$ cat src/rtl/dac_spi_timing_pkg.sv
// dac_pkg: state encoding and frame constants shared by the DAC SPI timing block
package dac_pkg;
  localparam int FRAME_BITS = 16;
  localparam int CNT_W = 5;
  typedef enum logic [2:0] {IDLE, LOAD, SETUP, SHIFT, HOLD, WAIT_LDAC, GAP} state_t;
endpackage

$ cat src/rtl/dac_spi_timing_if.sv
// dac_spi_timing_if: run/request/ldac inputs and frame-timing outputs of the DAC SPI timing block
interface dac_spi_timing_if;
  import dac_pkg::*;
  logic key_state, start, ldac, en_dac, cs, sck, busy, frame_done, ldac_err;
  logic [CNT_W-1:0] cnt_sck;
  modport master (output key_state, start, ldac, input en_dac, cs, sck, cnt_sck, busy, frame_done, ldac_err);
  modport slave (input key_state, start, ldac, output en_dac, cs, sck, cnt_sck, busy, frame_done, ldac_err);
endinterface

$ cat src/rtl/dac_spi_timing_sck_divider.sv
// sck_divider: half-period counter generating sck, with a strobe on the cycle before each fall
module sck_divider #(
  parameter int SCK_DIV = 2
) (
  input  logic clk,
  input  logic rst,
  input  logic en,
  output logic sck,
  output logic fall
);
  localparam int HW = $clog2(SCK_DIV);
  logic [HW-1:0] hc;
  logic tick;
  assign tick = hc == HW'(SCK_DIV - 1);
  // fall is combinational so the bit counter updates on the same edge sck drops
  assign fall = en && tick && sck;
  always_ff @(posedge clk) begin
    if (rst || !en) begin
      hc <= '0;
      sck <= 1'b0;
    end else begin
      hc <= tick ? '0 : hc + 1'b1;
      sck <= tick ? ~sck : sck;
    end
  end
endmodule

$ cat src/rtl/dac_spi_timing.sv
// dac_spi_timing: per-request SPI frame timing (load strobe, cs window, sck burst, ldac handshake)
module dac_spi_timing
  import dac_pkg::*;
#(
  parameter int SCK_DIV = 2,
  parameter int FRAME_BITS = dac_pkg::FRAME_BITS,
  parameter int CS_SETUP = 2,
  parameter int CS_HOLD = 2,
  parameter int GAP_CYC = 4,
  parameter int LDAC_TIMEOUT = 32
) (
  input logic clk,
  input logic rst,
  dac_spi_timing_if.slave bus
);
  localparam int TW = $clog2(CS_SETUP + CS_HOLD + GAP_CYC + LDAC_TIMEOUT + 1);
  state_t state;
  logic pending, seen_low, fall, sck_en, sck, en_dac, cs, busy, frame_done, ldac_err;
  logic [CNT_W-1:0] cnt;
  logic [TW-1:0] tcnt;
  assign sck_en = bus.key_state && state == SHIFT;
  sck_divider #(.SCK_DIV(SCK_DIV)) u_div (.clk(clk), .rst(rst), .en(sck_en), .sck(sck), .fall(fall));
  assign bus.en_dac = en_dac;
  assign bus.cs = cs;
  assign bus.sck = sck;
  assign bus.cnt_sck = cnt;
  assign bus.busy = busy;
  assign bus.frame_done = frame_done;
  assign bus.ldac_err = ldac_err;
  always_ff @(posedge clk) begin
    if (rst || !bus.key_state) begin
      state <= IDLE;
      pending <= 1'b0;
      seen_low <= 1'b0;
      tcnt <= '0;
      cnt <= '0;
      en_dac <= 1'b0;
      cs <= 1'b1;
      busy <= 1'b0;
      frame_done <= 1'b0;
      ldac_err <= 1'b0;
    end else begin
      en_dac <= 1'b0;
      frame_done <= 1'b0;
      ldac_err <= 1'b0;
      if (state != IDLE && bus.start) pending <= 1'b1;
      case (state)
        IDLE: if (bus.start) begin
          state <= LOAD;
          en_dac <= 1'b1;
          busy <= 1'b1;
        end
        LOAD: begin
          state <= SETUP;
          cs <= 1'b0;
          tcnt <= '0;
        end
        SETUP: begin
          tcnt <= (tcnt == TW'(CS_SETUP - 1)) ? '0 : tcnt + 1'b1;
          if (tcnt == TW'(CS_SETUP - 1)) state <= SHIFT;
        end
        SHIFT: if (fall) begin
          cnt <= (cnt == CNT_W'(FRAME_BITS)) ? cnt : cnt + 1'b1;
          if (cnt == CNT_W'(FRAME_BITS - 1)) state <= HOLD;
        end
        HOLD: begin
          tcnt <= (tcnt == TW'(CS_HOLD - 1)) ? '0 : tcnt + 1'b1;
          if (tcnt == TW'(CS_HOLD - 1)) begin
            state <= WAIT_LDAC;
            cs <= 1'b1;
            cnt <= '0;
            seen_low <= 1'b0;
          end
        end
        WAIT_LDAC: begin
          tcnt <= tcnt + 1'b1;
          if (!bus.ldac) seen_low <= 1'b1;
          // a completed pulse wins over a timeout landing in the same cycle
          if (seen_low && bus.ldac) begin
            frame_done <= 1'b1;
            state <= GAP;
            tcnt <= '0;
          end else if (tcnt == TW'(LDAC_TIMEOUT - 1)) begin
            ldac_err <= 1'b1;
            state <= GAP;
            tcnt <= '0;
          end
        end
        GAP: begin
          tcnt <= (tcnt == TW'(GAP_CYC - 1)) ? '0 : tcnt + 1'b1;
          if (tcnt == TW'(GAP_CYC - 1)) begin
            state <= (pending || bus.start) ? LOAD : IDLE;
            en_dac <= pending || bus.start;
            busy <= pending || bus.start;
            pending <= 1'b0;
          end
        end
        default: state <= IDLE;
      endcase
    end
  end
endmodule
$ cat src/flat_wrapper.sv
// flat-port wrapper written by rule: the top's interface ports become plain ports
module dac_spi_timing_flat import dac_pkg::*;
#(
  parameter int SCK_DIV = 2,
  parameter int FRAME_BITS = dac_pkg::FRAME_BITS,
  parameter int CS_SETUP = 2,
  parameter int CS_HOLD = 2,
  parameter int GAP_CYC = 4,
  parameter int LDAC_TIMEOUT = 32
)
  (clk, rst, bus_key_state, bus_start, bus_ldac, bus_en_dac, bus_cs, bus_sck, bus_cnt_sck, bus_busy, bus_frame_done, bus_ldac_err);
  dac_spi_timing_if bus_i ();
  input logic clk;
  input logic rst;
  input wire logic [$bits(bus_i.key_state)-1:0] bus_key_state;
  input wire logic [$bits(bus_i.start)-1:0] bus_start;
  input wire logic [$bits(bus_i.ldac)-1:0] bus_ldac;
  output wire logic [$bits(bus_i.en_dac)-1:0] bus_en_dac;
  output wire logic [$bits(bus_i.cs)-1:0] bus_cs;
  output wire logic [$bits(bus_i.sck)-1:0] bus_sck;
  output wire logic [$bits(bus_i.cnt_sck)-1:0] bus_cnt_sck;
  output wire logic [$bits(bus_i.busy)-1:0] bus_busy;
  output wire logic [$bits(bus_i.frame_done)-1:0] bus_frame_done;
  output wire logic [$bits(bus_i.ldac_err)-1:0] bus_ldac_err;
  assign bus_i.key_state = bus_key_state;
  assign bus_i.start = bus_start;
  assign bus_i.ldac = bus_ldac;
  assign bus_en_dac = bus_i.en_dac;
  assign bus_cs = bus_i.cs;
  assign bus_sck = bus_i.sck;
  assign bus_cnt_sck = bus_i.cnt_sck;
  assign bus_busy = bus_i.busy;
  assign bus_frame_done = bus_i.frame_done;
  assign bus_ldac_err = bus_i.ldac_err;
  dac_spi_timing #(.SCK_DIV(SCK_DIV), .FRAME_BITS(FRAME_BITS), .CS_SETUP(CS_SETUP), .CS_HOLD(CS_HOLD), .GAP_CYC(GAP_CYC), .LDAC_TIMEOUT(LDAC_TIMEOUT)) u_core (.clk(clk), .rst(rst), .bus(bus_i));
endmodule
$ cat config.mk
export PLATFORM = sky130hd
export DESIGN_NAME = dac_spi_timing_flat
export DESIGN_NICKNAME = d
export VERILOG_FILES = /design/src/rtl/dac_spi_timing_pkg.sv /design/src/rtl/dac_spi_timing_if.sv /design/src/rtl/dac_spi_timing_sck_divider.sv /design/src/rtl/dac_spi_timing.sv /design/src/flat_wrapper.sv
export SDC_FILE = /design/constraint.sdc
export NUM_CORES = 1
export LEC_CHECK = 0
export BUFFER_PORTS_ARGS = -buffer_cell sky130_fd_sc_hd__buf_2
export CORE_AREA = 2 2 50 52
export DETAILED_ROUTE_END_ITERATION = 8
export DIE_AREA = 0 0 52 54
export GPL_TIMING_DRIVEN = 0
export PLACE_DENSITY = 0.86
export SLEW_MARGIN = 20
export SYNTH_ARGS = -nofsm -noshare
export SYNTH_HDL_FRONTEND = slang
export SYNTH_SLANG_ARGS = --single-unit
$ cat constraint.sdc
create_clock -name clk -period 2.75 [get_ports clk]
set_clock_uncertainty 0.2 [all_clocks]
set_input_delay 0.1375 -clock clk [delete_from_list [all_inputs] [get_ports clk]]
set_output_delay 0.1375 -clock clk [all_outputs]
set_load 0.05 [all_outputs]
=== Yosys cells after proc, flatten, opt, wreduce, memory -nomap -nowiden ===
Index checks and enable logic that the tools add are counted.

* Add/sub/neg operators: 3
* Equal/unequal tests: 20
* Muxes and demuxes: 35
* Bitwise operators: 2
* Reductions and logical operators: 26

{| class="wikitable"
|+ Operator list
! operator !! number
|-
| 3-bit 2-to-1 mux || 8
|-
| 6-bit 2-to-1 mux || 4
|-
| 6-bit one-hot mux with 4 select lines || 1
|-
| 3-bit one-hot mux with 7 select lines || 1
|-
| 5-bit 2-to-1 mux || 3
|-
| 1-bit 2-to-1 mux || 13
|-
| 5-bit one-hot mux with 2 select lines || 1
|-
| 3-bit equality test (second input constant) || 3
|-
| 2-bit by 1-bit != test with 1-bit output (second input constant) || 4
|-
| 2-bit != test (second input constant) || 4
|-
| 1-bit one-hot mux with 2 select lines || 4
|-
| 2-bit nonzero test || 4
|-
| 7-bit AND reduction || 1
|-
| 6-bit by 1-bit adder with 6-bit output (second input constant) || 1
|-
| 3-bit by 2-bit equality test with 1-bit output (second input constant) || 2
|-
| 6-bit by 1-bit equality test with 1-bit output (second input constant) || 1
|-
| 6-bit by 2-bit equality test with 1-bit output (second input constant) || 1
|-
| 6-bit by 5-bit equality test with 1-bit output (second input constant) || 1
|-
| 3-bit AND reduction || 2
|-
| 2-bit OR reduction || 3
|-
| 5-bit by 1-bit adder with 5-bit output (second input constant) || 1
|-
| 5-bit by 4-bit equality test with 1-bit output (second input constant) || 1
|-
| 5-bit equality test (second input constant) || 1
|-
| 1-bit logical AND || 5
|-
| other kinds (12) || 16
|}

* Bits in registers: 23
* Logic and storage cells: 98

=== Longest topological paths before layout ===
Gate-level depths: netlist of run 1.

* Depth after elaboration: 6
* Depth in mapped cells: 7
* Mapped depth without buffers: 7

=== By module ===
A second synthesis of run 1 with hierarchy kept.

* Cell total of the unflattened synthesis: 152
* Area, all modules: 1212.4 um2

{| class="wikitable"
|+ Modules (own cells, without submodules)
! module !! instances !! cells an instance !! area an instance (um2) !! sequential area each (um2)
|-
| dac_spi_timing || 1 || 145 || 1142.3 || 420.4
|-
| sck_divider || 1 || 7 || 70.1 || 40.0
|}

=== Least setup slack after synthesis of run 1 ===
OpenSTA, ideal clock, no wires.

* Kind: reg-to-reg
* Start: register u_core.cnt[0] (netlist: u_core.bus.cnt_sck[0])
* End: register u_core.state[1]
* Library setup time: 0.071 ns
* Data arrival time: 2.022 ns
* Data required time: 2.479 ns
* Path slack: 0.457 ns
* Stages on the path, launching flop included: 8
* Buffers on the path: 0
* Clock period less this slack: 2.293 ns
* Cells stage by stage: dfxtp_1 -> ha_1 -> and3_1 -> ha_1 -> or3_1 -> nand3_1 -> or4b_1 -> a21oi_1

* Word-level cells in the longest chain between the ends: 3

{| class="wikitable"
|+ Ends and longest elaborated chain
! item !! RTL line !! RTL
|-
| from (decl) || dac_spi_timing.sv:19 || <nowiki>logic [CNT_W-1:0] cnt;</nowiki>
|-
| from (signal assigned) || dac_spi_timing.sv:63 || <nowiki>cnt <= (cnt == CNT_W'(FRAME_BITS)) ? cnt : cnt + 1'b1;</nowiki>
|-
| 5-bit by 4-bit equality test with 1-bit output || dac_spi_timing.sv:64 || <nowiki>if (cnt == CNT_W'(FRAME_BITS - 1)) state <= HOLD;</nowiki>
|-
| 2-bit != test (no source line) || - ||
|-
| 7-bit AND reduction (no source line) || - ||
|-
| to (signal assigned) || dac_spi_timing.sv:92 || <nowiki>state <= (pending || bus.start) ? LOAD : IDLE;</nowiki>
|-
| to (decl) || dac_spi_timing.sv:17 || <nowiki>state_t state;</nowiki>
|}

No other way between the ends.
A chain may end at the register's enable or synchronous reset.

=== Worst setup path after layout of run 1 ===
* Start: register u_core.tcnt[0]
* End: register u_core.state[2]

* Word-level cells in the longest chain between the ends: 3

{| class="wikitable"
|+ Ends and longest elaborated chain
! item !! RTL line !! RTL
|-
| from (decl) || dac_spi_timing.sv:20 || <nowiki>logic [TW-1:0] tcnt;</nowiki>
|-
| from (signal assigned) || dac_spi_timing.sv:59 || <nowiki>tcnt <= (tcnt == TW'(CS_SETUP - 1)) ? '0 : tcnt + 1'b1;</nowiki>
|-
| from (signal assigned) || dac_spi_timing.sv:67 || <nowiki>tcnt <= (tcnt == TW'(CS_HOLD - 1)) ? '0 : tcnt + 1'b1;</nowiki>
|-
| from (signal assigned) || dac_spi_timing.sv:76 || <nowiki>tcnt <= tcnt + 1'b1;</nowiki>
|-
| 6-bit by 5-bit equality test with 1-bit output, or another cell as far along || dac_spi_timing.sv:83 || <nowiki>end else if (tcnt == TW'(LDAC_TIMEOUT - 1)) begin</nowiki>
|-
| 3-bit by 1-bit != test with 1-bit output (no source line) or 2-bit by 1-bit != test with 1-bit output (tied branches) || - ||
|-
| 7-bit AND reduction (no source line) (*) || - ||
|}

Every way passes the cells marked *; elsewhere a longest branch is shown, timed or not.

==> impl_metrics.tcl, run 1 <==
set metrics [dict create \
    cts.sinks 23 \
    root_buffer "clkbuf_4" \
    hp-class "input pin to flop" \
    synthesized_area_sq_um 1190 \
    synth_largest_type_area_fraction_pct 38.6 \
    post-synth-top-count-cell "dfxtp_1" \
    path_class "flop to flop" \
    initial_core_util_pct 51.5 \
    synth-seq-cells 23 \
    globalplace.congestion 0.940 \
    totalNegativeSetupSlack_ns 0 \
    nNetsFinal 173 \
    crit_fanout 10 \
    final.fill_count 197 \
    timing.slew.headroom_pct 68.4 \
    outcome "complete, no violations" \
    tritoncts "done" \
    leakagePower_nw 0.530 \
    setup.reg_to_reg.worst_slack_ns 0.49 \
    timing.critical_path.required_ns 2.80 \
    synth.avg_cell_area_sq_um 8.53 \
    critical_path.n_buffers_inverters 1 \
    wire_length_of_the_first_global_routing_pass_mm 4.28 \
    cts.reportedPaths.clkPinSlew_ns 0.12 \
    route.detailed.vias_per_inst 5.80 \
    h-tree-depth 1 \
    crit_family "simple AND/OR/NAND/NOR gates" \
    synthesis.yosys.warnings 0 \
    dp.final_hpwl_mm 1.87 \
    timing.critical_path.arrival_ns 2.31 \
    die_x_um 52 \
    report.final.hold_viol_count 0 \
    peak_per_stage_delay_on_the_critical_path_ns 0.43 \
    grt_antenna_before_repair 0 \
    cts-root-to-sink-buffers 2 \
    ys_async_sr_fraction_pct 0 \
    ys.flop_type "dfxtp_1" \
    final_worst_setup_slack_ns 0.491 \
    setup.worst_path.end_class "flop" \
    groute.usage.overall_pct 20.7 \
    synthTopCellsByArea "dfxtp_1 39%, ha_1 5.2%, a21oi_1 5.0%, nand2_1 3.8%, nand3b_1 3.8%" \
    final.period_utilization_pct 82.1 \
    postSynthNetCount 150 \
    numPortBuffers 15 \
    worst_path_max_delay_cell "dfxtp_1" \
    layout-area-overhead-vs-synth_pct 14.2 \
    synthesis.instances 140 \
    io-pin-count 16 \
    drc 0 \
    max-vdd-ir-drop_v 0.000249 \
    pwr_density_cell_nw_per_um2 401 \
    placement_rows 18 \
    drive_above_1_share_pct 16.7 \
    die_height_um 54 \
    drt_wl_total_mm 2.52 \
    setup_viol 0 \
    largest_net_degree_at_the_start_of_global_routing 13 \
    total_overflow_reported_by_the_global_router 0 \
    grt_setup_unrepaired "no" \
    critical_path.cell_chain "ha_1, and3_1, nand3b_1, a211o_1, buf_2, or3_1, a21oi_1" \
    final_antenna_net_count 0 \
    placeableCoreArea_sq_um 2320 \
    max_freq_ghz 0.443 \
    max-cap-violations 0 \
    vias 1113 \
    synth-edff-count 0 \
    layout_min_cycle_time_ns 2.26 \
    dr.first_iter.drc_count 41 \
    distinct_cell_type_count_of_the_synthesized_netlist 38 \
    netlist.top_cell.by_area "dfxtp_1" \
    synth_seq_area_share_pct 38.6 \
    critical_path_start_type "flop" \
    placement.setup.worst_slack_ns 0.557 \
    synth.top_cells.by_count "23 x dfxtp_1, 12 x a21oi_1, 12 x nand2_1, 12 x nor2_1" \
    timing_worst_slew_pin_value_ns 0.474 \
    drt_first_pass_iters 4 \
    cts_made_buffers 3 \
    clk-insertion-delay-late_ns 0.31 \
    post_drt_wl_per_cell_um 13.1 \
    floorplan.die_area_sq_um 2810 \
    drv_slew 0 \
    antenna_cells 0 \
    grt_pass1_vias 991 \
    post-cts-setup-buffer-count 0 \
]
## repair_timing
item                       CTS  global route
setup endpoints to repair    0             0
hold buffers                 3             0
gates resized for setup      0             0
hold endpoints to repair     8             0
## worst min-delay path, cell delays in order
cell	delay, ns
buf_2	0.12
nand2b_1	0.16
nor4_1	0.09
## placed cells by master (no fill, tap or decap), types with 2 or more instances in the layout
cell type	count
a211oi_1	3
or2_2	2
clkbuf_1	4
nand2_1	12
xnor2_1	4
or3_1	6
nor4_1	2
nand2b_1	3
clkbuf_4	3
nor3_1	3
a21oi_1	12
nor2_1	12
mux2i_1	3
buf_2	18
ha_1	5
o21ai_0	6
dfxtp_1	23
inv_1	4
nand3b_1	6
a311oi_1	2
and2_1	2
and3_1	3
nand3_1	5
dlygate4sd3_1	3
## layer usage
layer | share of wire [%] | wire length, um | GRT usage, %
met1 | 44 | 1120 | 24.6
met2 | 46 | 1170 | 35.9
met3 | 6.6 | 167 | 3.33
met4 | 2.5 | 63 | 11.0
met5 | 0 | 0 | 0
## sequential cells by signal, indices dropped and copies added (netlist names)
| signal | flops |
|---|---|
| u_core.tcnt | 6 |
| u_core.bus.en_dac | 1 |
| u_core.bus.frame_done | 1 |
| u_core.state | 3 |
| u_core.pending | 1 |
| u_core.bus.ldac_err | 1 |
| u_core.bus.cnt_sck | 5 |
| u_core.bus.cs | 1 |
| u_core.u_div.sck | 1 |
| u_core.bus.busy | 1 |
| u_core.seen_low | 1 |
| u_core.u_div.hc | 1 |
## power breakdown
part	total (W)	switching, W	leakage, nW	internal [W]
registers	0.000339	0.00000271	0.186	0.000337
logic	0.0000492	0.0000319	0.329	0.0000173
clock network	0.000158	0.000101	0.0150	0.0000568
total	0.000547	0.000136	0.530	0.000411
## cell type report
cell class / instances / area, sq um / share of cell area [%]
Sequential cell: 23 / 460 / 33.8
Timing Repair Buffer: 18 / 105 / 7.71
Inverter: 4 / 15.0 / 1.10
Buffer: 6 / 26.3 / 1.93
Tap cell: 30 / 37.5 / 2.75
Multi-Input combinational cell: 107 / 692 / 50.8
Clock buffer: 4 / 26.3 / 1.93
## logic make-up after synthesis
| kind of cell | after synthesis | synth area share, % |
|---|---|---|
| buffers and inverters | 10 | 3.46 |
| and+or+nand+nor | 64 | 30.6 |
| AOI/OAI and AO/OA | 31 | 16.7 |
| DFF | 23 | 38.6 |
| xor gates and xnor gates | 4 | 2.93 |
| adders and majority gates | 5 | 5.24 |
| muxes | 3 | 2.52 |
## through the flow
step / util [%] / std cells / hold WS [ns] / instance area, sq um / total power (W)
after floorplan: - / 140 / 0.0252 / 1190 / 0.000378
after global placement: 56.3 / 185 / 0.137 / 1310 / 0.000390
after detailed placement: 56.3 / 185 / 0.149 / 1310 / 0.000392
after CTS: 58.7 / 192 / 0.00891 / 1360 / 0.000549
after global routing: 58.7 / 192 / 0.0300 / 1360 / 0.000567
final: 58.7 / 192 / 0.0171 / 1360 / 0.000547
## path summary, 6_finish.rpt
path	from	endpoint	cells past startpoint
max reg2reg	u_core.tcnt[0]	u_core.state[2]	7
min reg2reg	u_core.bus.cs	u_core.bus.cs	2
max	u_core.tcnt[0]	u_core.state[2]	7
min	bus_key_state	u_core.u_div.sck	3
Power figures use the tool's default switching activity.
==> inputs of run 2 (changes only) <==
clock period = 2.1 ns   (was 2.75 ns; I/O delays follow)
==> run 2 against run 1 <==
  * Non-clock buffer count up 2
  * Core utilization up 3.0 points
  * First-iteration DRC count down 37%
  * Register-to-register slack got worse by 0.46 ns
  * Sequential power is 30% higher
  * Combinational power grew 37%
  * Die area did not move
  * Design area increased by 5.1%
  * Via count fell by 1.3%
  * Worst hold slack gained 0.071 ns
  * Critical path depth is the same
  * Largest cell class unchanged
  * Highest routed layer unchanged
==> impl_metrics.tcl, run 2 (synthesis gave the netlist of run 1 again) <==
set metrics [dict create \
    dr.first_iter.drc_count 26 \
    vias 1098 \
    outcome "complete, no violations" \
    netSwitchingFraction_pct 24.8 \
    largest_net_degree_at_the_start_of_global_routing 13 \
    timing_worst_slew_pin_value_ns 0.585 \
    max-vdd-ir-drop_v 0.000456 \
    final.period_utilization_pct 98.6 \
    leakagePower_nw 0.544 \
    critical_path_start_type "flop" \
    tritoncts "done" \
    largest_reg_flops 6 \
    cts-root-to-sink-buffers 2 \
    cts.reportedPaths.clkPinSlew_ns 0.13 \
    grt_setup_unrepaired "yes" \
    total_overflow_reported_by_the_global_router 0 \
    layout_min_cycle_time_ns 2.07 \
    io-pin-count 16 \
    path_class "flop to flop" \
    mostFrequentLayoutCells "17 x buf_2, 17 x dfxtp_1, 12 x nand2_1, 12 x nor2_1, 12 x a21oi_1" \
    h-tree-depth 1 \
    cts_made_buffers 3 \
    max_freq_ghz 0.483 \
    report.final.hold_viol_count 0 \
    pwr_density_cell_nw_per_um2 499 \
    power_report.internal_total_w 0.000537 \
    clk-insertion-delay-late_ns 0.31 \
    timing.critical_path.required_ns 2.15 \
    timing.rr.end "u_core.state[2]" \
    layoutNonFillerInstCount 194 \
    placeableCoreArea_sq_um 2320 \
    root_buffer "clkbuf_4" \
    switch_pwr_w 0.000177 \
    drt_wl_total_mm 2.66 \
    setup.worst_path.end_class "flop" \
    hold_path_depth 4 \
    setup.reg_to_reg.worst_slack_ns 0.03 \
    hp-class "input pin to flop" \
    setup_viol 0 \
    drive_above_1_share_pct 23.8 \
    timing.slew.headroom_pct 60.7 \
    numPlacedInstances 185 \
    initial_core_util_pct 51.5 \
    max-cap-violations 0 \
    ff_latch_area_sq_um 473 \
    r2r_cells 7 \
    globalplace.congestion 0.932 \
    design_area_sq_um 1430 \
    timing.critical_path.arrival_ns 2.12 \
    post_drt_wl_per_cell_um 13.7 \
    grt_pass1_vias 1042 \
    die_height_um 54 \
    endpoint_with_the_worst_hold_slack "u_core.bus.frame_done" \
    p_seq_share_pct 61.9 \
    power.combinational.fraction_pct 9.5 \
    numPortBuffers 15 \
    final_antenna_net_count 0 \
    drc 0 \
    floorplan.die_area_sq_um 2810 \
    dp.final_hpwl_mm 1.89 \
    die_x_um 52 \
    placement_rows 18 \
    p_clk_share_pct 28.7 \
    hold-worst-slack_ns 0.0880 \
    power.total_w 0.000714 \
    final.fill_count 188 \
    groute.usage.overall_pct 21.8 \
    antenna_cells 0 \
    reg2reg_from "u_core.tcnt[0]" \
    totalNegativeSetupSlack_ns 0 \
    multi_input_area_sq_um 723 \
    route.detailed.vias_per_inst 5.66 \
    nNetsFinal 175 \
    wire_length_of_the_first_global_routing_pass_mm 4.57 \
    hp-start "bus_key_state" \
    most_flop_heavy_register "u_core.tcnt" \
    drt_first_pass_iters 4 \
    grt_antenna_before_repair 0 \
    layout-area-overhead-vs-synth_pct 19.9 \
    placed_area_sq_um 1310 \
    crit_fanout 10 \
    drv_slew 0 \
    cts.sinks 23 \
]
run 2: cell types whose count changed in the layout (fill, tap and decap cells not counted), moves of 2 or more:
cell,before,now
clkbuf_1,4,2
dfxtp_1,23,17
buf_4,0,3
dfxtp_2,0,4
dfxtp_4,0,2
run 2: per-layer routing:
metal / share of wire (%) / wire, um / global-route usage (%) / up-vias
met5: 0 / 0 / 0 / -
met4: 1.1 / 29 / 8.77 / 0
li1: - / - / - / 554
met3: 4.5 / 120 / 3.33 / 6
met1: 45 / 1200 / 26.9 / 504
met2: 49 / 1310 / 37.8 / 34
run 2: how the worst max path moves through the flow:
stage,start,to,depth (start not counted)
global placement,u_core.tcnt[0],u_core.state[2],7
floorplan,u_core.bus.cnt_sck[0],u_core.bus.cnt_sck[4],7
detailed placement,u_core.tcnt[0],u_core.state[2],7
finish,u_core.tcnt[0],u_core.state[2],7
CTS,u_core.tcnt[2],u_core.state[2],6
global route,u_core.tcnt[3],u_core.state[1],5
run 2: critical path: stages (launching register included):
cell	delay [ns]
dfxtp_4	0.39
ha_4	0.16
and3_4	0.20
nand3b_1	0.10
a211o_1	0.31
buf_4	0.18
or3_1	0.35
a21oi_1	0.12
run 2: metrics by stage:
step / util, % / worst slack [ns]
after floorplan: - / 0.0122
after global placement: 56.4 / -0.0735
after detailed placement: 56.4 / -0.105
after CTS: 60.9 / 0.0320
after global routing: 61.7 / -0.0719
final: 61.7 / 0.0303
run 2: layout make-up:
| class | count | share of cell area (%) |
|---|---|---|
| inverters | 4 | 1.05 |
| repair buffers | 21 | 9.09 |
| plain buffers | 5 | 1.84 |
| clock buffers | 4 | 1.84 |
| flip-flops and latches | 23 | 33.0 |
| well taps | 30 | 2.62 |
| multi-input cells | 107 | 50.5 |
run 2: power groups by stage:
stage	Sequential, W	Combinational, W	Clock [W]
after global placement	0.000454	0.0000575	0
final	0.000442	0.0000675	0.000205
after floorplan	0.000462	0.0000332	0
after CTS	0.000444	0.0000658	0.000208
after detailed placement	0.000454	0.0000592	0
after global routing	0.000443	0.0000746	0.000229
run 2: what timing repair did:
item,in CTS,in global routing
resized for setup,6,9
hold endpoints to repair,9,0
setup endpoints to repair,2,8
pin swaps,1,1
setup buffers,2,0
hold buffers,4,0
==> inputs of run 3 (changes only) <==
CORE_AREA = 3 3 51 53   (was 2 2 50 52)
DIE_AREA = 0 0 54 56   (was 0 0 52 54)
==> run 3 against run 2 <==
  * Design area increased by 5.0%
  * Sequential share of layout area decreased by 1.3 points
  * Critical endpoint is now u_core.bus.cnt_sck[4]
  * Non-clock buffer count increased by 4
  * Largest power group unchanged
==> impl_metrics.tcl, run 3 (synthesis gave the netlist of run 1 again) <==
set metrics [dict create \
    cts.reportedPaths.clkPinSlew_ns 0.12 \
    endpoint_with_the_worst_hold_slack "u_core.tcnt[3]" \
    root_buffer "clkbuf_4" \
    cts.sinks 23 \
    peak_per_stage_delay_on_the_critical_path_ns 0.37 \
    crit_fanout 5 \
    post_drt_wl_per_cell_um 14.7 \
    route.detailed.vias_per_inst 5.92 \
    grt_antenna_before_repair 0 \
    final_common_cell "buf_2" \
    grt_pass1_vias 1117 \
    wire_length_of_the_first_global_routing_pass_mm 4.64 \
    timing.critical_path.arrival_ns 2.07 \
    timing.rr.end "u_core.bus.cnt_sck[4]" \
    initial_core_util_pct 54.5 \
    report.final.hold_viol_count 0 \
    drt_first_pass_iters 4 \
    dr.first_iter.drc_count 34 \
    numPortBuffers 15 \
    pwr_density_cell_nw_per_um2 479 \
    timing_worst_slew_pin_value_ns 0.538 \
    final.period_utilization_pct 98.5 \
    outcome "complete, no violations" \
    critical_path_start_type "flop" \
    r2r_cells 6 \
    setup.reg_to_reg.worst_slack_ns 0.03 \
    crit_start "u_core.tcnt[5]" \
    setup.worst_path.end_class "flop" \
    floorplan.die_area_sq_um 3020 \
    dp.final_hpwl_mm 1.94 \
    antenna_cells 0 \
    cts-root-to-sink-buffers 2 \
    largest_reg_flops 6 \
    placeableCoreArea_sq_um 2190 \
    total_overflow_reported_by_the_global_router 0 \
    nNetsFinal 179 \
    path_class "flop to flop" \
    setup_viol 0 \
    layout-area-overhead-vs-synth_pct 25.9 \
    most_flop_heavy_register "u_core.tcnt" \
    grt_setup_unrepaired "yes" \
    critical_path.cell_chain "nor4_4, buf_4, nand4_1, a21oi_4, mux2i_1, nor2_1" \
    cts_made_buffers 3 \
    die_height_um 56 \
    largest_net_degree_at_the_start_of_global_routing 13 \
    drv_slew 0 \
    groute.usage.overall_pct 20.3 \
    numPlacedInstances 183 \
    max_freq_ghz 0.484 \
    timing.slew.headroom_pct 63.9 \
    tritoncts "done" \
    max-vdd-ir-drop_v 0.000339 \
    hold-worst-slack_ns 0.0785 \
    final_antenna_net_count 0 \
    drc 0 \
    globalplace.congestion 0.885 \
    hp-start "bus_key_state" \
    timing.critical_path.required_ns 2.10 \
    clk-insertion-delay-late_ns 0.31 \
    drt_wl_total_mm 2.88 \
    layoutNonFillerInstCount 196 \
    io-pin-count 16 \
    hold_path_depth 4 \
    mostFrequentLayoutCells "17 x buf_2, 16 x dfxtp_1, 12 x nand2_1, 12 x nor2_1, 9 x a21oi_1" \
    h-tree-depth 1 \
    reg2reg_from "u_core.tcnt[5]" \
    layout_min_cycle_time_ns 2.07 \
    worst_path_max_delay_cell "dfxtp_2" \
    max-cap-violations 0 \
    leakagePower_nw 0.576 \
    die_x_um 54 \
    hp-class "input pin to flop" \
    vias 1161 \
    drive_above_1_share_pct 31.5 \
    placement_rows 17 \
]
## run 3: area by class of cell
class	instances	area, sq um
repair buffers	25	160
well taps	28	35.0
inverters	4	15.0
clock buffers	4	26.3
flip-flops and latches	23	477
multi-input cells	107	759
fillers	177	688
plain buffers	5	30.0
## run 3: per-layer routing
| layer | vias up | global-route usage (%) | share of wire (%) |
|---|---|---|---|
| met2 | 37 | 32.7 | 47 |
| met4 | 0 | 9.96 | 3.2 |
| met5 | - | 0 | 0 |
| met3 | 9 | 2.68 | 5.4 |
| li1 | 566 | - | - |
| met1 | 549 | 25.7 | 44 |
## run 3: critical path, delay by kind of cell, from the launching register on
kind | cells | cell delay (ns)
AO/OA/AOI/OAI | 1 | 0.31
AND/OR/NAND/NOR | 3 | 0.68
buffers and inverters | 1 | 0.17
flip-flops | 1 | 0.37
multiplexers | 1 | 0.21
## run 3: metrics by stage
step	util (%)	setup slack (ns)	setup TNS (ns)	cell area (sq um)	total power, W
4_1_cts	64.2	0.00197	0	1410	0.000718
2_1_floorplan	-	0.0122	0	1200	0.000495
3_3_place_gp	59.6	-0.0823	-0.136	1310	0.000511
6_report	68.6	0.0320	0	1500	0.000720
5_1_grt	68.6	-0.0458	-0.175	1500	0.000754
3_5_place_dp	59.6	-0.129	-0.236	1310	0.000513
## run 3: worst max-delay path by stage
stage                                  to
floorplan           u_core.bus.cnt_sck[4]
global placement          u_core.state[2]
detailed placement        u_core.state[2]
CTS                       u_core.state[2]
global route              u_core.state[1]
finish              u_core.bus.cnt_sck[4]
## run 3: where the power goes
group / internal, W / switching (W) / total [W]
Sequential: 0.000437 / 0.00000363 / 0.000441
Clock: 0.0000744 / 0.000132 / 0.000207
Combinational: 0.0000273 / 0.0000456 / 0.0000730
## run 3: what timing repair did
action	4_1_cts	5_1_grt
endpoints found under the setup margin	3	7
pin swaps	1	7
hold buffers	4	0
hold endpoints to repair	13	0
resized for setup	6	21
buffers inserted	2	4
